$ cat config.mk
export PLATFORM = sky130hd
export DESIGN_NAME = mem_port_arbiter_flat
export DESIGN_NICKNAME = d
export VERILOG_FILES = /design/src/rtl/mem_port_arbiter_pkg.sv /design/src/rtl/mem_port_arbiter_if.sv /design/src/rtl/mem_port_arbiter_timeout_ctr.sv /design/src/rtl/mem_port_arbiter.sv /design/src/flat_wrapper.sv
export SDC_FILE = /design/constraint.sdc
export NUM_CORES = 1
export LEC_CHECK = 0
export ABC_CLOCK_PERIOD_IN_PS = 13800
export CORE_ASPECT_RATIO = 0.7
export CORE_MARGIN = 2
export CORE_UTILIZATION = 45
export CTS_CLUSTER_DIAMETER = 30
export DETAILED_ROUTE_END_ITERATION = 10
export GPL_TIMING_DRIVEN = 0
export PLACE_DENSITY = 0.85
export SLEW_MARGIN = 20
export SYNTH_ARGS = -nofsm -noshare
export SYNTH_HDL_FRONTEND = slang
export SYNTH_SLANG_ARGS = --single-unit
$ cat constraint.sdc
create_clock -name Clk -period 13.8 [get_ports Clk]
set_clock_uncertainty 0.1 [all_clocks]
set_input_delay 2.07 -clock Clk [delete_from_list [all_inputs] [get_ports Clk]]
set_output_delay 2.07 -clock Clk [all_outputs]
set_load 0.03 [all_outputs]
$ cat src/rtl/mem_port_arbiter_pkg.sv
// Shared definitions for the IF/MEM memory port arbiter: state encoding,
// MEMControl bit positions, abort data and the captured-request record.
package cpu_mem_pkg;

  localparam logic [1:0] ST_IDLE     = 2'd0;
  localparam logic [1:0] ST_IF_BUSY  = 2'd1;
  localparam logic [1:0] ST_MEM_BUSY = 2'd2;
  localparam logic [1:0] ST_RESP     = 2'd3;

  localparam int MEM_RD = 1;
  localparam int MEM_WR = 0;

  localparam logic [31:0] ABORT_DATA = 32'h0000_0000;

  typedef struct packed {
    logic [31:0] addr;
    logic [31:0] wdata;
    logic        we;
  } mem_req_t;

  // A set write bit wins, so 2'b11 behaves as a store.
  function automatic logic is_write(input logic [1:0] ctl);
    return ctl[MEM_WR];
  endfunction

endpackage

$ cat src/rtl/mem_port_arbiter_if.sv
// Bundle of the fetch, data and memory-side signals around the arbiter.
// slave = arbiter view, master = CPU/memory environment view.
interface mem_port_arbiter_if;

  logic        IFReq;
  logic [31:0] IFAddr;
  logic        IFReady;
  logic [31:0] IFData;
  logic [1:0]  MEMControl;
  logic [31:0] MEMAddress;
  logic [31:0] MEMData;
  logic        MEMReady;
  logic [31:0] MEMRdData;
  logic        MemEn;
  logic        MemWe;
  logic [31:0] MemAddr;
  logic [31:0] MemWData;
  logic [31:0] MemRData;
  logic        MemAck;
  logic        StallIF;
  logic        StallPipe;
  logic        BusErr;

  modport slave (
    input  IFReq, IFAddr, MEMControl, MEMAddress, MEMData, MemRData, MemAck,
    output IFReady, IFData, MEMReady, MEMRdData, MemEn, MemWe, MemAddr, MemWData,
           StallIF, StallPipe, BusErr
  );

  modport master (
    output IFReq, IFAddr, MEMControl, MEMAddress, MEMData, MemRData, MemAck,
    input  IFReady, IFData, MEMReady, MEMRdData, MemEn, MemWe, MemAddr, MemWData,
           StallIF, StallPipe, BusErr
  );

endinterface

$ cat src/rtl/mem_port_arbiter_timeout_ctr.sv
// Counts BUSY cycles without an ack; o_expired flags the cycle whose
// edge would reach TIMEOUT, so the abort lands exactly on that edge.
module mem_timeout_ctr #(
  parameter int TIMEOUT = 16
) (
  input  logic i_clk,
  input  logic i_rst,
  input  logic i_clr,
  input  logic i_en,
  output logic o_expired
);
  import cpu_mem_pkg::*;

  localparam int CW = $clog2(TIMEOUT + 1);

  logic [CW-1:0] r_count;

  // Saturating wait counter, cleared when a new access is granted.
  always_ff @(posedge i_clk or posedge i_rst) begin
    if (i_rst) begin
      r_count <= '0;
    end else if (i_clr) begin
      r_count <= '0;
    end else if (i_en && (r_count != CW'(TIMEOUT))) begin
      r_count <= r_count + CW'(1);
    end
  end

  assign o_expired = i_en && (r_count == CW'(TIMEOUT - 1));

endmodule

$ cat src/rtl/mem_port_arbiter.sv
// Arbitrates the single-ported unified memory between the fetch and memory
// stages, holding each access until MemAck or a timeout abort.
module mem_port_arbiter
  import cpu_mem_pkg::*;
#(
  parameter int TIMEOUT       = 16,
  parameter int MAX_MEM_BURST = 4
) (
  input  logic               Clk,
  input  logic               Rst,
  mem_port_arbiter_if.slave  bus
);

  localparam int BW = $clog2(MAX_MEM_BURST + 1);

  logic [1:0]    r_state;
  mem_req_t      r_req;
  logic          r_mem_en;
  logic          r_if_ready;
  logic          r_mem_ready;
  logic [31:0]   r_if_data;
  logic [31:0]   r_mem_rdata;
  logic          r_bus_err;
  logic [BW-1:0] r_burst;

  logic     w_mem_req;
  logic     w_burst_full;
  logic     w_idle;
  logic     w_busy;
  logic     w_grant_mem;
  logic     w_grant_if;
  logic     w_tmo_en;
  logic     w_expired;
  logic     w_ack;
  logic     w_abort;
  mem_req_t w_req;

  assign w_mem_req    = (bus.MEMControl != 2'b00);
  assign w_burst_full = (r_burst == BW'(MAX_MEM_BURST));
  assign w_idle       = (r_state == ST_IDLE);
  assign w_busy       = (r_state == ST_IF_BUSY) || (r_state == ST_MEM_BUSY);
  assign w_tmo_en     = w_busy && !bus.MemAck;
  assign w_ack        = w_busy && bus.MemAck;
  assign w_abort      = w_tmo_en && w_expired;

  // Grant selection: MEM first unless it has starved a waiting fetch.
  always_comb begin
    w_grant_mem = 1'b0;
    w_grant_if  = 1'b0;
    w_req       = r_req;
    if (w_idle && w_mem_req && !(w_burst_full && bus.IFReq)) begin
      w_grant_mem = 1'b1;
      w_req.addr  = bus.MEMAddress;
      w_req.wdata = bus.MEMData;
      w_req.we    = is_write(bus.MEMControl);
    end else if (w_idle && bus.IFReq) begin
      w_grant_if  = 1'b1;
      w_req.addr  = bus.IFAddr;
      w_req.wdata = r_req.wdata;
      w_req.we    = 1'b0;
    end else begin
      w_req = r_req;
    end
  end

  mem_timeout_ctr #(
    .TIMEOUT (TIMEOUT)
  ) u_timeout (
    .i_clk     (Clk),
    .i_rst     (Rst),
    .i_clr     (w_grant_mem || w_grant_if),
    .i_en      (w_tmo_en),
    .o_expired (w_expired)
  );

  // Access FSM: capture on grant, complete on ack or abort, one RESP cycle.
  always_ff @(posedge Clk or posedge Rst) begin
    if (Rst) begin
      r_state     <= ST_IDLE;
      r_req       <= '0;
      r_mem_en    <= 1'b0;
      r_if_ready  <= 1'b0;
      r_mem_ready <= 1'b0;
      r_if_data   <= 32'h0000_0000;
      r_mem_rdata <= 32'h0000_0000;
      r_bus_err   <= 1'b0;
    end else begin
      r_if_ready  <= 1'b0;
      r_mem_ready <= 1'b0;
      case (r_state)
        ST_IDLE: begin
          if (w_grant_mem || w_grant_if) begin
            r_req    <= w_req;
            r_mem_en <= 1'b1;
          end
          if (w_grant_mem) begin
            r_state <= ST_MEM_BUSY;
          end else if (w_grant_if) begin
            r_state <= ST_IF_BUSY;
          end
        end
        ST_IF_BUSY, ST_MEM_BUSY: begin
          if (w_ack || w_abort) begin
            r_state  <= ST_RESP;
            r_mem_en <= 1'b0;
            r_req.we <= 1'b0;
            if (r_state == ST_IF_BUSY) begin
              r_if_ready <= 1'b1;
              r_if_data  <= w_ack ? bus.MemRData : ABORT_DATA;
            end else begin
              r_mem_ready <= 1'b1;
              // Stores return nothing; the load data register keeps its value.
              if (!r_req.we) begin
                r_mem_rdata <= w_ack ? bus.MemRData : ABORT_DATA;
              end
            end
          end
          if (w_abort) begin
            r_bus_err <= 1'b1;
          end
        end
        ST_RESP: begin
          r_state <= ST_IDLE;
        end
        default: begin
          r_state <= ST_IDLE;
        end
      endcase
    end
  end

  // Consecutive MEM grants taken while a fetch waits.
  always_ff @(posedge Clk or posedge Rst) begin
    if (Rst) begin
      r_burst <= '0;
    end else if (!bus.IFReq || w_grant_if) begin
      r_burst <= '0;
    end else if (w_grant_mem && !w_burst_full) begin
      r_burst <= r_burst + BW'(1);
    end
  end

  assign bus.IFReady   = r_if_ready;
  assign bus.IFData    = r_if_data;
  assign bus.MEMReady  = r_mem_ready;
  assign bus.MEMRdData = r_mem_rdata;
  assign bus.MemEn     = r_mem_en;
  assign bus.MemWe     = r_req.we;
  assign bus.MemAddr   = r_req.addr;
  assign bus.MemWData  = r_req.wdata;
  assign bus.BusErr    = r_bus_err;
  assign bus.StallIF   = bus.IFReq && !r_if_ready;
  assign bus.StallPipe = w_mem_req && !r_mem_ready;

endmodule
$ cat src/flat_wrapper.sv
// flat-port wrapper written by rule: the top's interface ports become plain ports
module mem_port_arbiter_flat import cpu_mem_pkg::*;
#(
  parameter int TIMEOUT       = 16,
  parameter int MAX_MEM_BURST = 4
)
  (Clk, Rst, bus_IFReq, bus_IFAddr, bus_MEMControl, bus_MEMAddress, bus_MEMData, bus_MemRData, bus_MemAck, bus_IFReady, bus_IFData, bus_MEMReady, bus_MEMRdData, bus_MemEn, bus_MemWe, bus_MemAddr, bus_MemWData, bus_StallIF, bus_StallPipe, bus_BusErr);
  mem_port_arbiter_if bus_i ();
  input  logic Clk;
  input  logic Rst;
  input wire logic [$bits(bus_i.IFReq)-1:0] bus_IFReq;
  input wire logic [$bits(bus_i.IFAddr)-1:0] bus_IFAddr;
  input wire logic [$bits(bus_i.MEMControl)-1:0] bus_MEMControl;
  input wire logic [$bits(bus_i.MEMAddress)-1:0] bus_MEMAddress;
  input wire logic [$bits(bus_i.MEMData)-1:0] bus_MEMData;
  input wire logic [$bits(bus_i.MemRData)-1:0] bus_MemRData;
  input wire logic [$bits(bus_i.MemAck)-1:0] bus_MemAck;
  output wire logic [$bits(bus_i.IFReady)-1:0] bus_IFReady;
  output wire logic [$bits(bus_i.IFData)-1:0] bus_IFData;
  output wire logic [$bits(bus_i.MEMReady)-1:0] bus_MEMReady;
  output wire logic [$bits(bus_i.MEMRdData)-1:0] bus_MEMRdData;
  output wire logic [$bits(bus_i.MemEn)-1:0] bus_MemEn;
  output wire logic [$bits(bus_i.MemWe)-1:0] bus_MemWe;
  output wire logic [$bits(bus_i.MemAddr)-1:0] bus_MemAddr;
  output wire logic [$bits(bus_i.MemWData)-1:0] bus_MemWData;
  output wire logic [$bits(bus_i.StallIF)-1:0] bus_StallIF;
  output wire logic [$bits(bus_i.StallPipe)-1:0] bus_StallPipe;
  output wire logic [$bits(bus_i.BusErr)-1:0] bus_BusErr;
  assign bus_i.IFReq = bus_IFReq;
  assign bus_i.IFAddr = bus_IFAddr;
  assign bus_i.MEMControl = bus_MEMControl;
  assign bus_i.MEMAddress = bus_MEMAddress;
  assign bus_i.MEMData = bus_MEMData;
  assign bus_i.MemRData = bus_MemRData;
  assign bus_i.MemAck = bus_MemAck;
  assign bus_IFReady = bus_i.IFReady;
  assign bus_IFData = bus_i.IFData;
  assign bus_MEMReady = bus_i.MEMReady;
  assign bus_MEMRdData = bus_i.MEMRdData;
  assign bus_MemEn = bus_i.MemEn;
  assign bus_MemWe = bus_i.MemWe;
  assign bus_MemAddr = bus_i.MemAddr;
  assign bus_MemWData = bus_i.MemWData;
  assign bus_StallIF = bus_i.StallIF;
  assign bus_StallPipe = bus_i.StallPipe;
  assign bus_BusErr = bus_i.BusErr;
  mem_port_arbiter #(.TIMEOUT(TIMEOUT), .MAX_MEM_BURST(MAX_MEM_BURST)) u_core (.Clk(Clk), .Rst(Rst), .bus(bus_i));
endmodule
* Yosys cells after proc, flatten, opt, wreduce, memory -nomap -nowiden *
Index checks and enable logic that the tools add are counted.
W data, S select, Z words.

cells by class
  bitwise operators = 2
  $mul = 0
  reduce and logical (&&, ||, !) cells = 37
  $add $sub $neg = 2
  mux-type cells = 25
  magnitude comparators = 0
  equal/unequal tests = 10
  div/mod/pow operators = 0
  shift operators = 0

operators by type and width
  cell                   number
  $mux W65               2
  $mux W32               1
  $logic_and A1 B1 Y1    12
  $mux W1                12
  $reduce_and A3 Y1      4
  $mux W5                2
  $reduce_bool A2 Y1     5
  $reduce_and A4 Y1      2
  $logic_not A1 Y1       6
  $mux W2                3
  $mux W3                2
  $ne A3 B3 Y1 const B   2
  $pmux W2 S3            1
  $add A5 B1 Y5 const B  1
  $eq A5 B4 Y1 const B   1
  $ne A5 B5 Y1 const B   1
  $eq A2 B2 Y1 const B   2
  $logic_or A1 B1 Y1     4
  $pmux W1 S2            2
  $reduce_and A2 Y1      2
  $add A3 B1 Y3 const B  1
  $eq A3 B3 Y1 const B   1
  $eq A2 B1 Y1 const B   1
  $logic_not A2 Y1       1
  4 further kinds        5

storage, ports and cells
  input bits = 134
  memories = 0
  latch bits = 0
  output and inout port bits = 135
  bits in writable memories = 0
  bits in registers = 143
  ROM bits = 0
  logic and storage cells = 88

* Depth between registers and ports, before layout *
  depth in word-level cells = 8
  gate-level depth with buffers = 10
  gate-level depth less buffers = 7

* Hierarchy *
Synthesis repeated with hierarchy kept, for this count alone.

second synthesis, totals
  cells, all modules = 540
  area, all modules = 6042.0 um^2

modules (own cells, without submodules)
  module            instances  area each (um^2)  cells each  sequential area each (um^2)
  mem_port_arbiter  1          5738.0            509         3453.3
  mem_timeout_ctr   1          304.0             31          125.1

* Worst setup path after synthesis *
OpenSTA, ideal clock, no wires.

  path type = input port to output port
  start point = input bus_IFReq
  end point = output bus_StallIF
  buffers on the path = 0
  arrival time = 2.525 ns
  stages = 1
  required time = 11.630 ns
  slack = 9.105 ns
  path through = nor2b_1

between the ends
  longest elaborated chain between the ends = 1

RTL lines
  element              line                     source
  start, declared      flat_wrapper.sv:11       input wire logic [$bits(bus_i.IFReq)-1:0] bus_IFReq;
  $logic_and A1 B1 Y1  mem_port_arbiter.sv:152  assign bus.StallIF = bus.IFReq && !r_if_ready;
  end, declared        flat_wrapper.sv:26       output wire logic [$bits(bus_i.StallIF)-1:0] bus_StallIF;

No other way between the ends.

* Final worst setup path *
Ends and elaborated chain as after synthesis.

==> metrics.md <==
| Metric | Value |
|---|---|
| Crit Path Class | `input port to output pin` |
| Buf+Inv Stages, Crit Path | `2` |
| Root buffer cell | `clkbuf_16` |
| Syn Inst Count | `508` |
| Pwr/cell area | `256.7 nW/um^2` |
| GRT Util Overall | `25.39%` |
| Critical Path Start | `bus_IFReq` |
| Layout area overhead | `57.98%` |
| Post-synth top area cell | `dfrtp_1` |
| Worst Slack Setup Final | `8.066 ns` |
| Design Area, Final | `9593 sq um` |
| Drt total wl | `18150 um` |
| CTS Sinks | `143` |
| Filler cell count | `899` |
| Drt first pass iters | `4` |
| H-tree levels | `4` |
| Num CTS Buffers | `17` |
| Crit-path cells | `clkdlybuf4s50_1 -> nor2b_1 -> clkdlybuf4s50_1` |
| Pwr Total | `2463 uW` |
| Synth warn | `0` |
| Synth top area cells | `dfrtp_1, nand2_1, mux2_2` |
| Core Rows | `35` |
| Final hold vios | `0` |
| Gpl congestion | `0.8127` |
| Status | `completed` |
| Static leakage | `0.004296 uW` |
| Synth top area share | `58.93%` |
| DP HPWL | `13520 um` |
| TritonCTS clock tree | `built` |
| Synthesized flop and latch total | `143` |
| CTS Hold Bufs | `0` |
| Max cap viols | `0` |
| Setup TNS | `0 ns` |
| Crit-path slowest cell | `clkdlybuf4s50_1` |
| Number of synthesized flops with an enable pin | `0` |
| Worst skew pair latency | `0.41 ns` |
| Post-DP Area | `9021 sq um` |
| DRT iter0 DRCs | `193` |
| DRC | `0` |
| First-pass GRT wire length | `28280 um` |
| Top_reg_cell synth | `dfrtp_1` |
| Fmax | `0.1744 GHz` |
| Share of layout cells above drive strength 1 | `15.95%` |
| CP Launch Type | `input port` |
| Mapped Area | `6072 sq um` |
| Distinct cells, synth | `40` |
| Chip Height | `101.2 um` |
| Final net count | `939` |
| Critical R2R Launch | `u_core.u_timeout.r_count[0]$_DFFE_PP0P_` |
| Detail Route Antenna Nets | `0` |
| Largest net degree at the start of global routing | `84` |
| Crit path top cell by count | `clkdlybuf4s50_1` |
| Worst-path maximum fanout | `7` |
| Mean Syn Cell Area | `11.95 sq um` |
| WL per Instance | `18.26 um` |
| Worst-Margin Slew | `0.5691 ns` |
| Core footprint | `13180 sq um` |
| CP endpoint kind | `output pin` |
| Port bufs | `268` |
| Final min period | `5.734 ns` |
| Die area | `14450 sq um` |
| VDD IR max | `0.0001522 V` |
| Post-cts resize count | `0` |
| Period utilization | `41.55%` |
| Reg clk slew, reported paths | `0.06 ns` |
| Vias in the first global route | `5339` |
| Chip width | `142.8 um` |
| Hold_sp | `u_core.bus.BusErr$_DFFE_PP0P_` |
| FFs w/ async S/R, synth | `100.0%` |
| Worst Path Required | `11.63 ns` |
| Slew Viols, Final | `0` |
| Total congestion overflow after global routing | `0` |
| Post-CTS Setup Inserts | `0` |
| Register area share after synthesis | `58.93%` |
| Avg Vias per Cell | `5.021` |
| Mapped Nets | `651` |
| Worst slack, placed | `8.069 ns` |
| Initial antenna violation count | `0` |
| Max clock buf depth | `2` |
| Vias | `4991` |
| Slew headroom | `61.89%` |
| # diodes | `0` |
| Hold Path Class | `register to register` |
| Worst hold slack | `0.3732 ns` |
| Endpoints failing setup | `0` |
| RSZ-0062 raised after global routing | `no` |
| CP delay by family, top | `buffers and inverters` |
| Initial core utilization | `46.07%` |
| CP peak stage delay | `0.67 ns` |
| Critical Path AT | `3.56 ns` |
| Top Ports | `269` |
per-stage QoR:
step,utilization [%],instances
6_report,72.78,994
5_1_grt,72.78,994
4_1_cts,72.78,994
3_5_place_dp,68.44,962
3_3_place_gp,68.17,961
2_1_floorplan,-,508
sequential cells by signal (all words and copies together), names as in the netlist, 2 cells and up:
name	count
u_core.bus.IFData	32
u_core.bus.MEMRdData	32
u_core.bus.MemAddr	32
u_core.bus.MemWData	32
u_core.r_burst	3
u_core.r_state	2
u_core.u_timeout.r_count	5
layer usage:
layer  GRT usage (%)  vias to the layer above  wire, um
met5               0                        -         0
li1                -                     2323         -
met4           8.682                        0       388
met1           31.69                     2450      7671
met2           42.34                      185      8817
met3           8.132                       33      1273
worst paths after layout:
kind                                                           end  slack (ns)  cells after the start
worst max-delay path                                   bus_StallIF        8.07                      3
worst min-delay path                 u_core.bus.BusErr$_DFFE_PP0P_        0.37                      1
worst max register to register    u_core.bus.IFData[2]$_DFFE_PP0P_       11.31                      6
worst min register to register       u_core.bus.BusErr$_DFFE_PP0P_        0.37                      1
max in group asynchronous        u_core.bus.MemAddr[0]$_DFFE_PP0P_       10.84                      3
min in group asynchronous       u_core.bus.MemAddr[24]$_DFFE_PP0P_        1.99                      2
area by class of cell:
class / count / area, sq um / area share (%)
Buffer: 34 / 240.2 / 2.504
Clock buffer: 19 / 452.9 / 4.722
Clock inverter: 13 / 118.9 / 1.239
Inverter: 11 / 48.80 / 0.5087
Multi-Input combinational cell: 320 / 2212 / 23.06
Sequential cell: 143 / 3578 / 37.30
Tap cell: 185 / 231.5 / 2.413
Timing Repair Buffer: 269 / 2710 / 28.25
synthesized netlist by cell type, types with 2 or more instances:
library cell,count
a211oi_1,2
a21oi_1,2
a22o_1,33
a2bb2oi_1,2
and2_1,3
and3_1,2
buf_2,13
buf_4,3
buf_6,11
clkbuf_1,5
clkbuf_2,2
dfrtp_1,143
ha_1,9
inv_1,11
mux2_2,32
mux2i_1,34
nand2_1,97
nor2_1,12
nor2b_1,4
o21a_1,2
o21ai_0,35
o21ai_1,4
o21ai_2,30
where the power goes:
group	leakage, uW	switching (uW)	internal, uW
clock network	0.000269	197	247
registers	0.00180	103	605
logic	0.00223	747	564
layout by cell type, fill, tap and decap left out, types with 2 or more instances in the layout:
master	count
clkbuf_8	2
ha_1	9
mux2i_1	34
nor2b_1	4
and3_1	2
a211oi_1	2
a22o_1	33
buf_6	11
clkbuf_16	17
o21ai_0	35
clkbuf_1	5
nand2_1	97
clkdlybuf4s50_1	268
o21ai_2	30
mux2_2	32
nor2_1	12
o21ai_1	4
dfrtp_1	143
buf_4	3
a2bb2oi_1	2
o21a_1	2
a21oi_1	2
clkinvlp_4	4
inv_6	7
and2_1	3
clkbuf_2	2
buf_2	13
inv_1	10
inv_8	2
cell families after synthesis:
family,Yosys count,synth area share (%)
buf+inv,45,4.636
simple gates,126,8.572
flops,143,58.93
xor+xnor,2,0.2885
mux,66,11.54
fa+ha+maj,9,1.855
compound gates,117,14.18
Power figures use the tool's default switching activity.
